## src/rtl/alu_div_seq_pkg.sv

```systemverilog
// Shared constants for the sequenced divider: ALU funct codes, state encoding
// and the divide-by-zero quotient value.
package alu_div_seq_pkg;

  localparam logic [3:0] ALU_ADDU = 4'd1;
  localparam logic [3:0] ALU_SUBU = 4'd3;
  localparam logic [3:0] ALU_SLTU = 4'd9;

  localparam logic [31:0] DIV_ZERO_Q = 32'hFFFF_FFFF;

  typedef enum logic [2:0] {
    S_IDLE  = 3'd0,
    S_NEG_A = 3'd1,
    S_NEG_B = 3'd2,
    S_CMP   = 3'd3,
    S_SUB   = 3'd4,
    S_NEG_Q = 3'd5,
    S_NEG_R = 3'd6,
    S_DONE  = 3'd7
  } div_state_e;

  function automatic logic [31:0] shift_in(input logic [31:0] rem, input logic bit_in);
    return {rem[30:0], bit_in};
  endfunction

endpackage

```

## src/rtl/alu_div_seq.sv

```systemverilog
// Restoring DIV/DIVU that borrows the shared combinational ALU for every
// subtraction, comparison and sign fix-up; one quotient bit per two cycles.
module alu_div_seq
  import alu_div_seq_pkg::*;
#(
  parameter int SIGNED_EN = 1
) (
  input  logic        clk,
  input  logic        rst,
  input  logic        start,
  input  logic        is_signed,
  input  logic [31:0] dividend,
  input  logic [31:0] divisor,
  output logic        busy,
  output logic        done,
  output logic [31:0] quotient,
  output logic [31:0] remainder,
  output logic        div_by_zero,
  output logic [31:0] alu_op1,
  output logic [31:0] alu_op2,
  output logic [4:0]  alu_shamt,
  output logic [3:0]  alu_funct,
  input  logic [31:0] alu_result
);

  div_state_e  state, state_nxt;

  logic [31:0] a_q, b_q, rem_q, q_q;
  logic [4:0]  cnt;
  logic        sgn, ge, neg_q, neg_r;
  logic        mode_signed;
  logic [31:0] rem_sh, rem_nxt, q_nxt;
  logic        ovf;

  assign mode_signed = (SIGNED_EN != 0) && is_signed;

  // A set top bit before shifting means the shifted remainder is >= 2^32 > b,
  // so the wrapped 32-bit SUBU difference is the exact result.
  assign rem_sh  = shift_in(rem_q, a_q[cnt]);
  assign ovf     = rem_q[31];
  assign rem_nxt = ge ? alu_result : rem_sh;

  always_comb begin
    q_nxt      = q_q;
    q_nxt[cnt] = ge;
  end

  always_ff @(posedge clk) begin
    if (rst) state <= S_IDLE;
    else     state <= state_nxt;
  end

  always_comb begin
    state_nxt = state;
    case (state)
      S_IDLE: begin
        if (start) begin
          if (divisor == 32'd0) state_nxt = S_DONE;
          else if (mode_signed) state_nxt = S_NEG_A;
          else                  state_nxt = S_CMP;
        end
      end
      S_NEG_A: state_nxt = S_NEG_B;
      S_NEG_B: state_nxt = S_CMP;
      S_CMP:   state_nxt = S_SUB;
      S_SUB: begin
        if (cnt != 5'd0) state_nxt = S_CMP;
        else if (sgn)    state_nxt = S_NEG_Q;
        else             state_nxt = S_DONE;
      end
      S_NEG_Q: state_nxt = S_NEG_R;
      S_NEG_R: state_nxt = S_DONE;
      S_DONE:  state_nxt = S_IDLE;
      default: state_nxt = S_IDLE;
    endcase
  end

  always_comb begin
    busy      = (state != S_IDLE) && (state != S_DONE);
    done      = (state == S_DONE);
    alu_shamt = 5'd0;
    alu_funct = ALU_ADDU;
    alu_op1   = 32'd0;
    alu_op2   = 32'd0;
    case (state)
      S_NEG_A: begin alu_funct = ALU_SUBU; alu_op2 = a_q;   end
      S_NEG_B: begin alu_funct = ALU_SUBU; alu_op2 = b_q;   end
      S_CMP:   begin alu_funct = ALU_SLTU; alu_op1 = rem_sh; alu_op2 = b_q; end
      S_SUB:   begin alu_funct = ALU_SUBU; alu_op1 = rem_sh; alu_op2 = b_q; end
      S_NEG_Q: begin alu_funct = ALU_SUBU; alu_op2 = q_q;   end
      S_NEG_R: begin alu_funct = ALU_SUBU; alu_op2 = rem_q; end
      default: ;
    endcase
  end

  // Working registers: contents only matter while busy, so no reset.
  always_ff @(posedge clk) begin
    case (state)
      S_IDLE: begin
        if (start && divisor != 32'd0) begin
          a_q   <= dividend;
          b_q   <= divisor;
          cnt   <= 5'd31;
          rem_q <= 32'd0;
          sgn   <= mode_signed;
        end
      end
      S_NEG_A: begin
        if (a_q[31]) a_q <= alu_result;
        neg_q <= a_q[31];
        neg_r <= a_q[31];
      end
      S_NEG_B: begin
        if (b_q[31]) b_q <= alu_result;
        neg_q <= neg_q ^ b_q[31];
      end
      S_CMP: ge <= ovf | ~alu_result[0];
      S_SUB: begin
        rem_q <= rem_nxt;
        q_q   <= q_nxt;
        if (cnt != 5'd0) cnt <= cnt - 5'd1;
      end
      S_NEG_Q: if (neg_q) q_q <= alu_result;
      S_NEG_R: if (neg_r) rem_q <= alu_result;
      default: ;
    endcase
  end

  // Visible results change only on the edge that enters DONE.
  always_ff @(posedge clk) begin
    if (rst) begin
      quotient    <= 32'd0;
      remainder   <= 32'd0;
      div_by_zero <= 1'b0;
    end else begin
      case (state)
        S_IDLE: begin
          if (start && divisor == 32'd0) begin
            quotient    <= DIV_ZERO_Q;
            remainder   <= dividend;
            div_by_zero <= 1'b1;
          end
        end
        S_SUB: begin
          if (cnt == 5'd0 && !sgn) begin
            quotient    <= q_nxt;
            remainder   <= rem_nxt;
            div_by_zero <= 1'b0;
          end
        end
        S_NEG_R: begin
          quotient    <= q_q;
          remainder   <= neg_r ? alu_result : rem_q;
          div_by_zero <= 1'b0;
        end
        default: ;
      endcase
    end
  end

endmodule

```

## config.mk

```make
export PLATFORM = sky130hd
export DESIGN_NAME = alu_div_seq
export DESIGN_NICKNAME = d
export VERILOG_FILES = /design/src/rtl/alu_div_seq_pkg.sv /design/src/rtl/alu_div_seq.sv
export SDC_FILE = /design/constraint.sdc
export NUM_CORES = 1
export LEC_CHECK = 0
export CORE_ASPECT_RATIO = 0.8
export CORE_MARGIN = 8
export CORE_UTILIZATION = 33
export CTS_BUF_LIST = sky130_fd_sc_hd__clkbuf_8
export CTS_CLUSTER_SIZE = 10
export DETAILED_ROUTE_END_ITERATION = 16
export GPL_TIMING_DRIVEN = 0
export PLACE_DENSITY = 0.58
export RECOVER_POWER = 25
export SETUP_SLACK_MARGIN = 0.2
export SLEW_MARGIN = 0
export SYNTH_ARGS = -nofsm -noshare
export SYNTH_HDL_FRONTEND = slang
export SYNTH_SLANG_ARGS = --single-unit
```

## constraint.sdc

```tcl
create_clock -name clk -period 4.3 [get_ports clk]
set_clock_uncertainty 0.15 [all_clocks]
set_input_delay 0.645 -clock clk [delete_from_list [all_inputs] [get_ports clk]]
set_output_delay 0.645 -clock clk [all_outputs]
set_load 0.01 [all_outputs]
```

==> impl_metrics.tcl, run 1 <==
set metrics [dict create \
    critPathCaptureType "output port" \
    p_comb_share_pct 19.8 \
    power_density_nw_per_um2 351 \
    ys_seq_area_share_pct 48.3 \
    clk_latency_ns 0.54 \
    num_vias 10900 \
    wl_per_cell_um 24.5 \
    rr_worst_depth 15 \
    synth_flop_cell "edfxtp_1" \
    syn_avg_cell_area_sq_um 9.14 \
    seqPwrFrac_pct 45.3 \
    antenna_found_initial 1 \
    slew_viol_final 0 \
    swShare_pct 30.5 \
    grt_pass1_vias 10700 \
    fp.dieH_um 182 \
    path_clk_slew_ns 0.06 \
    finalNetCount 1625 \
    tns_ns 0 \
    dieWidth_um 223 \
    hpwl_um 38400 \
    routed_wl_um 48600 \
    p_int_mw 3.67 \
    cpPeakStageDelay_ns 0.57 \
    synth_area_sq_um 11300 \
    grt_pass1_wl_um 70000 \
    rr_startpoint "cnt[0]$_SDFFCE_PN1P_" \
    syn_to_final_growth_pct 32.7 \
    finalCritPeriodShare_pct 95.3 \
    ctsHoldBuffers 0 \
    slowest_stage "a222oi_1" \
    crit_family "buffers and inverters" \
    overflow 0 \
    ctsHtreeMaxLevel 2 \
    p_clk_share_pct 34.9 \
    fmax_mhz 244 \
    synth_edf_count 137 \
    hold_depth 0 \
    status "finished, final reports clean" \
    hold_viol 0 \
    finalSetupViolations 0 \
    cp_max_fo 10 \
    initial_core_util_pct 33.6 \
    track_usage_pct 22.9 \
    async_flop_share_pct 0 \
    drc 0 \
    diodes 0 \
    grt_start_max_net_pins 33 \
    worst_pin_slew_ns 0.998 \
    p_leak_nw 6.06 \
    root_buffer "clkbuf_8" \
    crit_type "reg2out" \
    worstPathRequired_ns 3.50 \
    ant_nets 0 \
    rsz0062_at_grt "true" \
    io_pins 240 \
    num_rows 60 \
    p_switching_mw 1.61 \
    fin_crit_ns 4.10 \
    finish.utilization_pct 44.6 \
    synth-seq-cells 205 \
    dr.pass1.iters 6 \
    hold-path-endpoint "neg_r$_DFFE_PP_" \
    drt-initial-drc-count 1326 \
    path_buf_inv 4 \
    yosysUniqueCellTypes 48 \
    cts_tree "built" \
    yosysWarnings 0 \
    drt-vias-per-instance 5.48 \
    start_kind "flop" \
    rr_endpoint "remainder[26]$_SDFFE_PP0P_" \
    gp_congestion 0.971 \
    path_common_cell "nor2_1" \
    total_power_mw 5.28 \
    hold_path_class "reg2reg" \
    cap_violations 0 \
    arrival_ns 3.30 \
    hp-start "a_q[31]$_DFFE_PP_" \
    vdd_drop_max_v 0.000189 \
    clkSinkCount 205 \
    die-area_sq_um 40600 \
    core_sq_um 33700 \
    slew_headroom_pct 33.0 \
    drive_gt1_share_pct 7.24 \
    portBuffers 232 \
    path_cells "nand2b_1, clkbuf_2, nor2_1, nor2_1, nand2_2, buf_4, a222oi_1, inv_1, clkdlybuf4s50_1" \
    synth_cells 1239 \
    clk_path_buf_depth 3 \
    r2r_slack_ns 0.74 \
    cts_buffers 38 \
]
[cells by family (layout without fill, tap and decap cells)]
kind of cell             after synthesis  count (layout)  synth area share [%]
buffers and inverters                171             475                  6.49
multiplexers                          82              82                  7.60
adder cells (fa/ha/maj)                5               5                 0.552
flip-flops                           205             205                  48.3
XOR/XNOR                               3               3                 0.232
AND/OR/NAND/NOR                      522             522                  19.9
AO/OA/AOI/OAI                        249             249                  16.8
other                                  2               7                0.0663
[stage by stage]
stage	setup slack (ns)	hold slack (ns)	cell area, sq um	cells
final	0.201	0.304	15000	1982
after floorplan	0.260	0.274	11300	1244
after CTS	0.213	0.299	15000	1982
after detailed placement	-0.0829	0.284	14300	1915
after global placement	-1.77	0.281	14200	1910
after global routing	0.118	0.331	15000	1982
[synthesized netlist by cell type (2+ instances only)]
library cell	count	area share, %
and3b_1	4	0.31
a22o_1	32	2.5
nand2b_1	3	0.17
nand3_1	68	3.0
nand4_1	2	0.11
dfxtp_1	68	12
o221a_2	2	0.20
nor2_1	78	2.6
nand2_1	298	9.9
a222oi_1	34	3.0
a311oi_1	30	2.3
inv_1	42	1.4
nor2b_1	10	0.55
o21ai_0	36	1.6
buf_4	9	0.60
clkbuf_1	102	3.4
a21oi_1	40	1.8
ha_1	5	0.55
mux2i_1	68	6.0
a22oi_1	32	2.1
mux2_2	12	1.2
mux4_2	2	0.40
buf_6	3	0.30
a211oi_1	4	0.27
xnor2_1	3	0.23
nor3_1	7	0.31
conb_1	2	0.066
buf_8	3	0.40
nor4_1	9	0.50
and3_1	3	0.17
a21o_1	2	0.13
o2bb2ai_1	31	2.4
buf_1	9	0.30
and2_1	31	1.7
edfxtp_1	137	36
nor3b_1	4	0.27
buf_2	3	0.13
[registers in the layout, summed over array words and instances (netlist names), 3 cells and up]
register	flops
cnt	5
a_q	32
q_q	32
rem_q	32
quotient	32
remainder	32
b_q	32
state	3
[per-layer routing]
metal / GRT usage (%) / part of all wire [%] / vias up
li1: - / - / 5028
met1: 31.8 / 44 / 5134
met2: 33.2 / 42 / 597
met3: 6.34 / 11 / 94
met4: 8.26 / 3.4 / 4
met5: 1.61 / 0.19 / -
[power groups by stage]
stage	logic [mW]	registers [mW]	clock network [mW]
global route	1.11	2.40	1.94
floorplan	0.505	2.37	0
finish	1.05	2.39	1.84
CTS	1.03	2.38	1.85
global placement	1.01	2.43	0
detailed placement	1.02	2.42	0
[area by class of cell]
type	instances	area, sq um
fillers	3267	18700
flip-flops and latches	205	5480
multi-input cells	868	5160
repair buffers	237	2380
plain buffers	128	603
clock buffers	42	578
well taps	434	543
inverters	42	158
clock inverters	26	138
[worst register-to-register path: cells and delay by family (launching register included)]
| kind | cells | cell delay [ns] |
|---|---|---|
| mux | 1 | 0.23 |
| fa+ha+maj | 1 | 0.15 |
| buf+inv | 8 | 1.64 |
| simple gates | 2 | 0.55 |
| compound gates | 3 | 0.32 |
| flops | 1 | 0.42 |
[placed cells by master, fill, tap and decap left out, types with 32 or more instances in the layout]
cell type          n
dfxtp_1           68
a22oi_1           32
o21ai_0           36
a222oi_1          34
nor2_1            78
a22o_1            32
inv_1             59
edfxtp_1         137
a21oi_1           40
nand2_1          295
nand3_1           68
mux2i_1           68
clkbuf_1          92
clkdlybuf4s50_1  165
clkbuf_8          42
dlygate4sd3_1     67
[repair_timing]
item / 4_1_cts / 5_1_grt
pin swaps: 3 / 2
setup buffers: 0 / 0
setup endpoints to repair: 94 / 27
gates resized for setup: 15 / 15
[worst max-delay path by stage]
stage	to	slack, ns	cells past startpoint	from
4_1_cts	alu_op2[30]	0.21	8	state[1]$_SDFFE_PP0P_
3_5_place_dp	a_q[16]$_DFFE_PP_	-0.08	5	divisor[22]
6_report	alu_op2[28]	0.20	9	state[0]$_SDFFE_PP0P_
3_3_place_gp	b_q[18]$_DFFE_PP_	-1.77	7	divisor[14]
5_1_grt	alu_op1[22]	0.12	8	state[2]$_SDFFE_PP0P_
2_1_floorplan	b_q[0]$_DFFE_PP_	0.26	5	state[1]$_SDFFE_PP0P_
Note: power is estimated with default switching activity, not from simulation.
==> run 2: changes to the inputs <==
CORE_ASPECT_RATIO = 1.1   (was 0.8)
==> impl_metrics.tcl, run 2 (synthesis results as in run 1) <==
set metrics [dict create \
    status "finished, final reports clean" \
    overflow 0 \
    tns_ns 0 \
    finish.utilization_pct 44.4 \
    initial_core_util_pct 33.3 \
    cts_tree "built" \
    vdd_drop_max_v 0.000196 \
    fp.dieH_um 210 \
    postCtsSetupBuffers 0 \
    rsz0062_at_grt "true" \
    power_density_nw_per_um2 354 \
    multi_input_area_sq_um 5170 \
    ctsHtreeMaxLevel 2 \
    routed_wl_um 48600 \
    layout_commonest_cell "nand2_1" \
    num_rows 71 \
    core_sq_um 34000 \
    worst_pin_slew_ns 0.941 \
    arrival_ns 3.27 \
    hold_path_class "reg2reg" \
    rr_endpoint "remainder[30]$_SDFFE_PP0P_" \
    drt-initial-drc-count 1376 \
    hold_depth 0 \
    post-place-ws_ns -0.383 \
    path_clk_slew_ns 0.07 \
    post-route-worst-setup-slack_ns 0.237 \
    finalNetCount 1624 \
    wl_per_cell_um 24.4 \
    worstPathRequired_ns 3.50 \
    cts_buffers 38 \
    dieWidth_um 193 \
    drive_gt1_share_pct 7.68 \
    clkSinkCount 205 \
    finalSetupViolations 0 \
    clk_path_buf_depth 3 \
    gp_congestion 0.962 \
    track_usage_pct 23.2 \
    drc 0 \
    regArea_sq_um 5480 \
    critPathCaptureType "output port" \
    clk_latency_ns 0.55 \
    grt_pass1_vias 10800 \
    root_buffer "clkbuf_8" \
    hpwl_um 38900 \
    drt-vias-per-instance 5.49 \
    fmax_mhz 246 \
    cap_violations 0 \
    die-area_sq_um 40500 \
    io_pins 240 \
    mostFrequentLayoutCells "295 x nand2_1, 163 x clkdlybuf4s50_1, 137 x edfxtp_1" \
    fin_crit_ns 4.06 \
    slew_headroom_pct 37.0 \
    grt_pass1_wl_um 69800 \
    crit_type "reg2out" \
    fill_cells 3396 \
    syn_to_final_growth_pct 33.2 \
    hold-path-endpoint "neg_r$_DFFE_PP_" \
    hold_viol 0 \
    dr.pass1.iters 8 \
    finalCritPeriodShare_pct 94.5 \
    p_leak_nw 6.09 \
    ant_nets 0 \
    hp-start "a_q[31]$_DFFE_PP_" \
    rr_startpoint "cnt[0]$_SDFFCE_PN1P_" \
    grt_start_max_net_pins 33 \
    slew_viol_final 0 \
    rr_worst_depth 15 \
    num_vias 10900 \
    cp_max_fo 10 \
    r2r_slack_ns 0.77 \
    antenna_found_initial 3 \
    start_kind "flop" \
    portBuffers 232 \
]
[run 2: changes by cell type in the layout (fill, tap and decap cells not counted), sizes merged]
cell	change
inv	-6
bufinv	-1
clkbuf	+6
dlymetal6s2s	+2
diode	+3
clkdlybuf4s50	-2
clkinvlp	+1
clkinv	+1
[run 2: repair_timing]
action,CTS,global route
hold buffers,0,0
resized for setup,19,8
setup endpoints to repair,94,51
pin swaps,3,3
[run 2: routing by layer]
| metal | track usage [%] | part of all wire (%) | vias up |
|---|---|---|---|
| met3 | 4.93 | 8.6 | 100 |
| met5 | 0 | 0 | - |
| met2 | 37.6 | 47 | 554 |
| li1 | - | - | 5019 |
| met1 | 29.5 | 41 | 5249 |
| met4 | 9.83 | 4.1 | 0 |
[run 2: how the worst max path moves through the flow]
stage / start / to / slack [ns] / cells past startpoint
CTS: state[2]$_SDFFE_PP0P_ / alu_op2[30] / 0.20 / 8
floorplan: state[1]$_SDFFE_PP0P_ / b_q[0]$_DFFE_PP_ / 0.26 / 5
global route: state[2]$_SDFFE_PP0P_ / alu_op1[12] / 0.09 / 8
finish: cnt[4]$_SDFFCE_PN1P_ / alu_op1[0] / 0.24 / 7
global placement: divisor[23] / b_q[21]$_DFFE_PP_ / -1.86 / 7
detailed placement: divisor[29] / a_q[20]$_DFFE_PP_ / -0.38 / 5
[run 2: worst max-delay path, cell delays in order, from the launching register on]
cell	delay, ns
edfxtp_1	0.42
clkbuf_1	0.27
nor3b_1	0.74
a22oi_1	0.18
nand3_1	0.13
a21oi_2	0.10
nor2_1	0.28
clkdlybuf4s50_1	0.60
[run 2: through the flow]
step           cells  area (sq um)  total power, mW  hold WS, ns
6_report        1990         15100             5.35        0.309
3_5_place_dp    1918         14300             3.47        0.290
5_1_grt         1989         15100             5.54        0.329
2_1_floorplan   1244         11300             2.88        0.274
4_1_cts         1987         15100             5.36        0.304
3_3_place_gp    1914         14200             3.46        0.284
[run 2: area by class of cell]
cell class                      count  share of cell area [%]
Inverter                           42                    1.04
Sequential cell                   205                    36.3
Timing Repair Buffer              236                    15.7
Buffer                            128                    3.97
Antenna cell                        3                  0.0497
Clock inverter                     21                   0.638
Clock buffer                       49                    4.47
Tap cell                          438                    3.63
Multi-Input combinational cell    868                    34.2
[run 2: power breakdown]
part | leakage, nW | switching, mW | internal (mW)
Combinational | 3.82 | 0.619 | 0.422
Sequential | 1.84 | 0.123 | 2.28
Clock | 0.436 | 0.871 | 1.03
==> run 3: changes to the inputs <==
ABC_AREA = 1   (was unset)
PLACE_DENSITY = 0.57   (was 0.58)
==> impl_metrics.tcl, run 3 <==
set metrics [dict create \
    status "finished, final reports clean" \
    root_buffer "clkbuf_8" \
    synth.largest_area_cell "edfxtp_1" \
    synth-seq-cells 205 \
    slew_viol_final 0 \
    routed_wl_um 54000 \
    yosysUniqueCellTypes 37 \
    worst_pin_slew_ns 1.44 \
    total_power_mw 7.44 \
    drt-vias-per-instance 5.20 \
    synth_flop_cell "edfxtp_1" \
    post-route-worst-setup-slack_ns 0.214 \
    portBuffers 232 \
    post-place-ws_ns 0.687 \
    hold_viol 0 \
    layout_commonest_cell "nand2_1" \
    slew_headroom_pct 3.38 \
    grt_pass1_wl_um 78400 \
    hpwl_um 41900 \
    grt_start_max_net_pins 24 \
    start_kind "flop" \
    hold_depth 2 \
    clk_latency_ns 0.56 \
    cp_max_fo 10 \
    dr.pass1.iters 6 \
    vdd_drop_max_v 0.000198 \
    slowest_stage "clkdlybuf4s50_1" \
    ctsHoldBuffers 0 \
    p_leak_nw 6.12 \
    ctsHtreeMaxLevel 2 \
    synth_compound_area_share_pct 18.9 \
    dpl_cell_area_sq_um 14900 \
    async_flop_share_pct 0 \
    synth_top_family_by_area "simple AND/OR/NAND/NOR gates" \
    finalSetupViolations 0 \
    yosysMostFrequentCell "nand2_1" \
    num_rows 72 \
    crit_type "reg2out" \
    cts_buffers 38 \
    hold_path_class "reg2reg" \
    drive_gt1_share_pct 12.8 \
    finalCritPeriodShare_pct 95.0 \
    initial_core_util_pct 33.5 \
    rr_worst_depth 6 \
    synth_edf_count 137 \
    ant_nets 0 \
    synth_area_sq_um 11800 \
    cpPeakStageDelay_ns 0.62 \
    synth_xor_area_share_pct 0.148 \
    arrival_ns 3.29 \
    track_usage_pct 25.1 \
    drc 0 \
    worstPathRequired_ns 3.50 \
    num_vias 11900 \
    yosysWarnings 0 \
    drt-initial-drc-count 1189 \
    finish.utilization_pct 44.4 \
    ys_seq_area_share_pct 46.4 \
    cap_violations 0 \
    power_density_nw_per_um2 475 \
    finish.instance_area_sq_um 15700 \
    syn_to_final_growth_pct 32.6 \
    synth_fa_ha_area_share_pct 0.530 \
    rsz0062_at_grt "false" \
    path_cells "inv_1, nor2_4, inv_2, clkbuf_1, o2111ai_1, clkdlybuf4s50_1" \
    core_sq_um 35200 \
    antenna_found_initial 1 \
    synthMuxAreaShare_pct 0 \
    wl_per_cell_um 23.5 \
    dieWidth_um 196 \
    synth-simple-area-share_pct 23.9 \
    cts_tree "built" \
    gp_congestion 0.939 \
    critPathCaptureType "output port" \
    syn_avg_cell_area_sq_um 7.90 \
    clk_path_buf_depth 3 \
    synthTopCellsByCount "433 x nand2_1, 140 x inv_1, 137 x edfxtp_1" \
    synth_area_leaders "edfxtp_1 35%, nand2_1 14%, dfxtp_1 12%" \
    fill_cells 3578 \
    grt_pass1_vias 11800 \
    clkSinkCount 205 \
    synth_top_area_share_pct 34.9 \
    placedCellCount 2219 \
    overflow 0 \
    fp.dieH_um 214 \
    die-area_sq_um 42100 \
    fmax_mhz 245 \
    finalNetCount 1887 \
    fin_crit_ns 4.09 \
    mostFrequentLayoutCells "433 x nand2_1, 220 x clkdlybuf4s50_1, 157 x inv_1" \
    final_cells 2293 \
    path_clk_slew_ns 0.06 \
    synth_cells 1495 \
    io_pins 240 \
]
-- run 3: area by class of cell --
type / instances / area (sq um) / area share, %
flip-flops and latches: 205 / 5480 / 35.0
multi-input cells: 1038 / 5200 / 33.3
repair buffers: 242 / 2440 / 15.6
clock buffers: 47 / 647 / 4.13
well taps: 481 / 602 / 3.84
plain buffers: 104 / 596 / 3.80
inverters: 153 / 574 / 3.67
clock inverters: 22 / 111 / 0.711
diodes: 1 / 2.50 / 0.0160
-- run 3: worst max-delay path, delay by kind of cell, from the launching register on --
family | cells | cell delay, ns
buffers and inverters | 4 | 1.39
flip-flops | 1 | 0.48
AO/OA/AOI/OAI | 1 | 0.47
AND/OR/NAND/NOR | 1 | 0.38
-- run 3: final timing paths --
check	start	endpoint	slack [ns]
max	state[0]$_SDFFE_PP0P_	alu_op2[17]	0.21
min	remainder[5]$_SDFFE_PP0P_	remainder[5]$_SDFFE_PP0P_	0.31
max reg2reg	cnt[1]$_SDFFCE_PN1P_	cnt[3]$_SDFFCE_PN1P_	0.88
min reg2reg	remainder[5]$_SDFFE_PP0P_	remainder[5]$_SDFFE_PP0P_	0.31
-- run 3: report_power, final --
| part | switching [mW] | internal (mW) | leakage [nW] |
|---|---|---|---|
| logic | 1.64 | 1.07 | 3.81 |
| clock network | 0.876 | 1.04 | 0.446 |
| registers | 0.220 | 2.59 | 1.86 |
-- run 3: through the flow --
step                      hold WS, ns  TNS [ns]
after global placement          0.304    -89.67
final                           0.313         0
after CTS                       0.315         0
after global routing            0.334         0
after detailed placement        0.306         0
after floorplan                 0.322         0
-- run 3: what timing repair did --
| item | in CTS | in global routing |
|---|---|---|
| pin swaps | 0 | 3 |
| resized for setup | 2 | 5 |
| hold endpoints to repair | 0 | 0 |
| buffers inserted | 0 | 4 |
| setup endpoints to repair | 23 | 16 |
-- run 3: cell families after synthesis --
family / Yosys count
compound gates: 333
xor+xnor: 2
fa+ha+maj: 5
buf+inv: 257
flops: 205
other cells: 2
simple gates: 691
-- run 3: metal layers --
layer	GRT usage, %	vias up	share of wire (%)
met2	39.9	674	46
met5	0	-	0
met4	11.1	0	4.3
met3	6.12	127	9.7
met1	31.7	5544	40
li1	-	5587	-
